**src/rtl/voice_tick_scheduler_pkg.sv**
```systemverilog
// Shared definitions for the voice tick scheduler: sequencer state encoding
// and the smallest sample period the tick generator will run with.
package voice_sched_pkg;

    typedef enum logic [1:0] {
        IDLE = 2'd0,
        RUN  = 2'd1,
        MIX  = 2'd2
    } sched_state_t;

    // Divisors below this are raised to it; a 1-cycle period cannot wrap cleanly.
    localparam int DIV_MIN = 2;

endpackage

```
**src/rtl/voice_tick_scheduler_if.sv**
```systemverilog
// Handshake bundle of the voice tick scheduler: divisor configuration channel
// and the voice request channel toward the shared voice datapath.
interface voice_tick_scheduler_if #(
    parameter int DIV_WIDTH = 16,
    parameter int IDX_W     = 2
);
    logic                 cfg_valid;
    logic                 cfg_ready;
    logic [DIV_WIDTH-1:0] cfg_divisor;
    logic                 voice_valid;
    logic [IDX_W-1:0]     voice_idx;
    logic                 voice_ready;

    modport master (
        output cfg_valid, cfg_divisor, voice_ready,
        input  cfg_ready, voice_valid, voice_idx
    );

    modport slave (
        input  cfg_valid, cfg_divisor, voice_ready,
        output cfg_ready, voice_valid, voice_idx
    );
endinterface

```
**src/rtl/voice_tick_scheduler_tick_gen.sv**
```systemverilog
// Sample-period generator: free-running period counter, active divisor and a
// one-deep pending divisor that is swapped in only at the counter wrap.
module tick_gen
    import voice_sched_pkg::*;
#(
    parameter int DIV_WIDTH   = 16,
    parameter int DEFAULT_DIV = 48
) (
    input  logic                 clk,
    input  logic                 rst,
    input  logic                 cfg_valid,
    input  logic [DIV_WIDTH-1:0] cfg_divisor,
    output logic                 cfg_ready,
    output logic                 sample_tick
);

    localparam logic [DIV_WIDTH-1:0] DIV_FLOOR = DIV_WIDTH'(DIV_MIN);
    localparam logic [DIV_WIDTH-1:0] DIV_RESET =
        (DEFAULT_DIV < DIV_MIN) ? DIV_FLOOR : DIV_WIDTH'(DEFAULT_DIV);

    function automatic logic [DIV_WIDTH-1:0] clamp_div(input logic [DIV_WIDTH-1:0] d);
        return (d < DIV_FLOOR) ? DIV_FLOOR : d;
    endfunction

    logic [DIV_WIDTH-1:0] cnt;
    logic [DIV_WIDTH-1:0] div;
    logic [DIV_WIDTH-1:0] pend_div;
    logic                 pend;
    logic                 wrap;

    assign wrap        = (cnt == div - DIV_WIDTH'(1));
    assign sample_tick = wrap;
    assign cfg_ready   = !pend;

    // Accept and apply are exclusive: accept needs !pend, apply needs pend.
    always_ff @(posedge clk or posedge rst) begin
        if (rst) begin
            cnt      <= '0;
            div      <= DIV_RESET;
            pend     <= 1'b0;
            pend_div <= DIV_RESET;
        end else begin
            if (wrap) begin
                cnt <= '0;
                if (pend) begin
                    div  <= pend_div;
                    pend <= 1'b0;
                end
            end else begin
                cnt <= cnt + DIV_WIDTH'(1);
            end
            if (cfg_valid && !pend) begin
                pend     <= 1'b1;
                pend_div <= clamp_div(cfg_divisor);
            end
        end
    end

endmodule

```
**src/rtl/voice_tick_scheduler.sv**
```systemverilog
// Voice tick scheduler top: tick_gen plus the IDLE/RUN/MIX voice sequencer.
// Define VOICE_SCHED_OVERRUN_EN to get the sticky overrun flag.
module voice_tick_scheduler
    import voice_sched_pkg::*;
#(
    parameter int NUM_VOICES  = 4,
    parameter int DIV_WIDTH   = 16,
    parameter int DEFAULT_DIV = 48
) (
    input  logic                   clk,
    input  logic                   rst,
    voice_tick_scheduler_if.slave  sched,
    output logic                   sample_tick,
    output logic                   mix_strobe,
    output logic                   busy,
    output logic                   overrun,
    input  logic                   overrun_clr
);

    localparam int IDX_W = (NUM_VOICES > 1) ? $clog2(NUM_VOICES) : 1;
    localparam logic [IDX_W-1:0] LAST_IDX = IDX_W'(NUM_VOICES - 1);

    logic tick;

    tick_gen #(
        .DIV_WIDTH   (DIV_WIDTH),
        .DEFAULT_DIV (DEFAULT_DIV)
    ) u_tick_gen (
        .clk         (clk),
        .rst         (rst),
        .cfg_valid   (sched.cfg_valid),
        .cfg_divisor (sched.cfg_divisor),
        .cfg_ready   (sched.cfg_ready),
        .sample_tick (tick)
    );

    assign sample_tick = tick;

    sched_state_t     state;
    logic [IDX_W-1:0] idx;
    logic             vld_r;
    logic             mix_r;
    logic             busy_r;

    // Outputs are registered next to the state so they never glitch on decode.
    always_ff @(posedge clk or posedge rst) begin
        if (rst) begin
            state  <= IDLE;
            idx    <= '0;
            vld_r  <= 1'b0;
            mix_r  <= 1'b0;
            busy_r <= 1'b0;
        end else begin
            case (state)
                IDLE: begin
                    if (tick) begin
                        state  <= RUN;
                        idx    <= '0;
                        vld_r  <= 1'b1;
                        busy_r <= 1'b1;
                    end
                end
                RUN: begin
                    if (sched.voice_ready) begin
                        if (idx == LAST_IDX) begin
                            state <= MIX;
                            idx   <= '0;
                            vld_r <= 1'b0;
                            mix_r <= 1'b1;
                        end else begin
                            idx <= idx + IDX_W'(1);
                        end
                    end
                end
                MIX: begin
                    state  <= IDLE;
                    mix_r  <= 1'b0;
                    busy_r <= 1'b0;
                end
                default: begin
                    state  <= IDLE;
                    idx    <= '0;
                    vld_r  <= 1'b0;
                    mix_r  <= 1'b0;
                    busy_r <= 1'b0;
                end
            endcase
        end
    end

    assign sched.voice_valid = vld_r;
    assign sched.voice_idx   = idx;
    assign mix_strobe        = mix_r;
    assign busy              = busy_r;

`ifdef VOICE_SCHED_OVERRUN_EN
    logic ovr;

    // A tick that lands in RUN or MIX is dropped; setting beats clearing.
    always_ff @(posedge clk or posedge rst) begin
        if (rst) begin
            ovr <= 1'b0;
        end else if (tick && (state != IDLE)) begin
            ovr <= 1'b1;
        end else if (overrun_clr) begin
            ovr <= 1'b0;
        end
    end

    assign overrun = ovr;
`else
    logic unused_clr;
    assign unused_clr = overrun_clr;
    assign overrun    = 1'b0;
`endif

endmodule
```
**src/flat_wrapper.sv**
```systemverilog
// flat-port wrapper written by rule: the top's interface ports become plain ports
module voice_tick_scheduler_flat import voice_sched_pkg::*;
#(
    parameter int NUM_VOICES  = 4,
    parameter int DIV_WIDTH   = 16,
    parameter int DEFAULT_DIV = 48
)
  (clk, rst, sample_tick, mix_strobe, busy, overrun, overrun_clr, sched_cfg_valid, sched_cfg_divisor, sched_voice_ready, sched_cfg_ready, sched_voice_valid, sched_voice_idx);
  voice_tick_scheduler_if #(.DIV_WIDTH(DIV_WIDTH)) sched_i ();
  input  logic clk;
  input  logic rst;
  output logic sample_tick;
  output logic mix_strobe;
  output logic busy;
  output logic overrun;
  input  logic overrun_clr;
  input wire logic [$bits(sched_i.cfg_valid)-1:0] sched_cfg_valid;
  input wire logic [$bits(sched_i.cfg_divisor)-1:0] sched_cfg_divisor;
  input wire logic [$bits(sched_i.voice_ready)-1:0] sched_voice_ready;
  output wire logic [$bits(sched_i.cfg_ready)-1:0] sched_cfg_ready;
  output wire logic [$bits(sched_i.voice_valid)-1:0] sched_voice_valid;
  output wire logic [$bits(sched_i.voice_idx)-1:0] sched_voice_idx;
  assign sched_i.cfg_valid = sched_cfg_valid;
  assign sched_i.cfg_divisor = sched_cfg_divisor;
  assign sched_i.voice_ready = sched_voice_ready;
  assign sched_cfg_ready = sched_i.cfg_ready;
  assign sched_voice_valid = sched_i.voice_valid;
  assign sched_voice_idx = sched_i.voice_idx;
  voice_tick_scheduler #(.NUM_VOICES(NUM_VOICES), .DIV_WIDTH(DIV_WIDTH), .DEFAULT_DIV(DEFAULT_DIV)) u_core (.clk(clk), .rst(rst), .sched(sched_i), .sample_tick(sample_tick), .mix_strobe(mix_strobe), .busy(busy), .overrun(overrun), .overrun_clr(overrun_clr));
endmodule
```
**config.mk**
```make
export PLATFORM = sky130hd
export DESIGN_NAME = voice_tick_scheduler_flat
export DESIGN_NICKNAME = d
export VERILOG_FILES = /design/src/rtl/voice_tick_scheduler_pkg.sv /design/src/rtl/voice_tick_scheduler_if.sv /design/src/rtl/voice_tick_scheduler_tick_gen.sv /design/src/rtl/voice_tick_scheduler.sv /design/src/flat_wrapper.sv
export SDC_FILE = /design/constraint.sdc
export NUM_CORES = 1
export LEC_CHECK = 0
export ABC_CLOCK_PERIOD_IN_PS = 8100
export CAP_MARGIN = 20
export CORE_ASPECT_RATIO = 0.6
export CORE_UTILIZATION = 55
export CTS_BUF_LIST = sky130_fd_sc_hd__clkbuf_8 sky130_fd_sc_hd__clkbuf_16
export DETAILED_ROUTE_END_ITERATION = 7
export PLACE_DENSITY = 0.83
export SYNTH_ARGS = -nofsm -noshare
export SYNTH_HDL_FRONTEND = slang
export SYNTH_HIERARCHICAL = 1
export SYNTH_SLANG_ARGS = --single-unit
```
**constraint.sdc**
```tcl
create_clock -name clk -period 8.1 [get_ports clk]
set_input_delay 1.62 -clock clk [delete_from_list [all_inputs] [get_ports clk]]
set_output_delay 1.62 -clock clk [all_outputs]
set_load 0.03 [all_outputs]
```
==> run_results.csv <==
group,metric,value,unit
clock_tree,cts_buffers,5,
final_layout,antenna_cells,0,
floorplan,die_y,58.3,microns
hold_path,hold_path_class,"reg2reg",
clock_tree,cts_tree,"done",
yosys,ys_seq_elements,56,
final_layout,fillers,409,
routing,vias,1999,
final_layout,drive_above_1_share,18.4,%
yosys,synthFlopType,"dfrtp_1",
yosys,synth_cell_types,48,
clock_tree,postCtsHoldBufs,0,
sta,worst_slack,2700,ps
setup_path,critical-path-slowest-cell,"nor4_1",
final_layout,final_nets,311,
yosys,synthCells,262,
floorplan,die_w,95.8,microns
yosys,ys_warn_count,6,
place,place_congestion,0.808,
grt,grt_overflow,0,
power_and_ir_drop,total_power,0.597,mW
grt,track_usage,22.3,%
routing,drtPass1Iterations,6,
floorplan,core-area,5080,sq um
sta,slew_violations,0,
setup_path,crit_required,6480,ps
sta,max_freq,185,MHz
final_layout,area_delta_synth_final,14.0,%
grt,antenna_found_initial,0,
routing,final_antenna_net_count,0,
power_and_ir_drop,peakVddDrop,0.108,mV
sta,period_needed,5400,ps
setup_path,cp_top_family,"simple AND/OR/NAND/NOR gates",
yosys,postSynthAreaPerCell,11.1,sq um
status,failed_checks,"DRC",
setup_path,cp_max_fo,20,
sta,worstMarginPinSlew,781,ps
yosys,synth_fp_nets,286,
setup_path,crit_top_cell,"and4_4",
sta,finalHoldViolCount,0,
clock_tree,clock_latency,310,ps
sta,rsz0062_at_grt,"false",
final_layout,post-route-util,65.2,%
yosys,netlist_area,2910,sq um
grt,grt_pass1_wl,9320,microns
routing,drt_iter0_markers,107,
floorplan,initial_utilization,57.2,%
clock_tree,cts.sinks,56,
sta,setup_viol,0,
clock_tree,clk_pin_slew,110,ps
routing,post_drt_wl_per_cell,15.6,microns
routing,wl,5520,microns
setup_path,startpoint_type,"flop",
sta,setup-tns-final,0,ps
grt,grt_pass1_vias,1945,
setup_path,worst_setup_path_end_kind,"output port",
yosys,async_flop_share,100,%
power_and_ir_drop,p_leak,1.49,nW
clock_tree,cts_root_buf,"clkbuf_8",
setup_path,critPathBufInv,1,
place,port_buffers,26,
final_layout,fin_area,3310,sq um
place,dp_hpwl,4020,microns
flow_run,cap_viol_max_count,0,
clock_tree,cts_setup_buffers,0,
place,pre_cts_ws,3100,ps
status,outcome,"finished with violations",
setup_path,max_stage_delay,730,ps
yosys,ys_seq_area_share,48.4,%
floorplan,io_pins,29,
routing,vias_per_cell,5.65,
setup_path,cp.arrival,3780,ps
yosys,synth_edf_count,0,
floorplan,rows,20,
clock_tree,cts_resized,0,
sta,max_slew_margin,47.5,%
grt,grt_max_degree,50,
sta,finalCritPeriodShare,66.6,%
clock_tree,cts_max_level,2,
sta,skew,10.1,ps
setup_path,critical_path_class,"reg2out",
floorplan,die-area,5590,sq um
power_and_ir_drop,p_per_area,180,nW/um^2
clock_tree,ctsLongestPathBuffers,2,
setup_path,worstPathCellList,"nor4_1 > o211ai_1 > or4_1 > a21oi_1 > and4_4 > and4_4 > clkdlybuf4s50_1",
routing,remaining_drc_errors,1,
place,placed_cell_area,3180,sq um
## cell families after synthesis
kind of cell	Yosys count	synth area share, %
AND/OR/NAND/NOR	83	16.4
flip-flops	56	48.4
multiplexers	34	13.4
XOR/XNOR	32	9.65
AO/OA/AOI/OAI	30	6.46
buffers and inverters	23	4.26
adder cells (fa/ha/maj)	3	1.29
other	1	0.129
## report_power, final
group,switching (mW),leakage [nW],total (mW),internal (mW)
Combinational,0.0478,0.717,0.0930,0.0453
Sequential,0.0170,0.714,0.319,0.302
Clock,0.0930,0.0599,0.185,0.0923
Total,0.158,1.49,0.597,0.439
## final cells by class
class / instances / area (sq um) / area share (%)
repair buffers: 28 / 288 / 8.69
inverters: 13 / 48.8 / 1.47
clock buffers: 5 / 68.8 / 2.08
multi-input cells: 183 / 1380 / 41.5
flip-flops and latches: 56 / 1410 / 42.5
clock inverters: 3 / 42.5 / 1.28
well taps: 66 / 82.6 / 2.49
## layer usage
layer  GRT usage (%)  routed length [microns]  vias up
met5               0                        0        -
met4            6.18                       59        0
met3            5.17                      272        9
met2            31.1                     2280       52
met1            34.7                     2910      982
li1                -                        -      956
## through the flow
stage / cells / hold WS (ps)
after floorplan: 262 / 474
after global placement: 345 / 479
after detailed placement: 345 / 485
after CTS: 353 / 508
after global routing: 354 / 536
final: 354 / 508
## cells in the mapped netlist (all sizes together), types with 2 or more instances
library cell  instances  share of area [%]
buf                   6                2.1
nand4                 3               0.65
nor2                 27                3.5
xor2                 14                4.2
nor3b                 2               0.69
a21oi                11                1.9
nor3                  4               0.69
nand2                14                2.1
clkbuf                4               0.52
mux2                 30                 12
nor4                  6                1.8
nand4b                2               0.60
and4                  3                1.2
dfrtp                52                 45
o2bb2ai               2               0.60
nor2b                 2               0.43
o21ai                 5               0.86
inv                  13                1.7
o211ai                2               0.52
nand2b                2               0.43
or4                   3                1.0
mux2i                 4                1.4
nand3                 7                1.2
a31oi                 2               0.43
dfstp                 4                3.6
xnor2                18                5.4
ha                    3                1.3
and3                  5                1.1
## state kept, by name, summed over array words and instances, names as in the netlist
name,count
u_core/busy,1
u_core/mix_strobe,1
u_core/sched.voice_idx,2
u_core/sched.voice_valid,1
u_core/state,2
u_core/u_tick_gen/cnt,16
u_core/u_tick_gen/div,16
u_core/u_tick_gen/pend,1
u_core/u_tick_gen/pend_div,16
## placed cells by master (no fill, tap or decap), types with 2 or more instances in the layout
| cell | count |
|---|---|
| clkbuf_8 | 5 |
| and3_1 | 5 |
| nor2_1 | 27 |
| o2bb2ai_1 | 2 |
| clkdlybuf4s50_1 | 26 |
| nor2b_1 | 2 |
| a21oi_1 | 11 |
| nand4b_1 | 2 |
| xnor2_1 | 18 |
| xor2_1 | 14 |
| nand3_1 | 7 |
| o211ai_1 | 2 |
| nor3_1 | 4 |
| or4_4 | 2 |
| inv_1 | 13 |
| and4_4 | 3 |
| mux2_4 | 3 |
| o21ai_0 | 5 |
| mux2_2 | 27 |
| ha_1 | 3 |
| dfrtp_1 | 52 |
| a31oi_1 | 2 |
| nand2b_1 | 2 |
| nand2_1 | 13 |
| dfstp_2 | 4 |
| mux2i_1 | 4 |
| nor4_1 | 5 |
| nand4_1 | 3 |
## worst register-to-register path, delay by kind of cell, from the launching register on
| family | cells | cell delay [ps] |
|---|---|---|
| AOI/OAI and AO/OA | 3 | 630 |
| DFF | 1 | 480 |
| and+or+nand+nor | 5 | 2040 |
## path summary, 6_finish.rpt
path,start,end,slack [ps],cells past startpoint
max in group asynchronous,rst,u_core/u_tick_gen/div[5],5840,3
min,u_core/mix_strobe,u_core/mix_strobe,510,2
max reg2reg,u_core/u_tick_gen/div[8],u_core/state[0],4860,8
min in group asynchronous,rst,u_core/mix_strobe,1590,2
max,u_core/u_tick_gen/div[8],sample_tick,2700,7
min reg2reg,u_core/mix_strobe,u_core/mix_strobe,510,2
(Power assumes the default switching activity.)
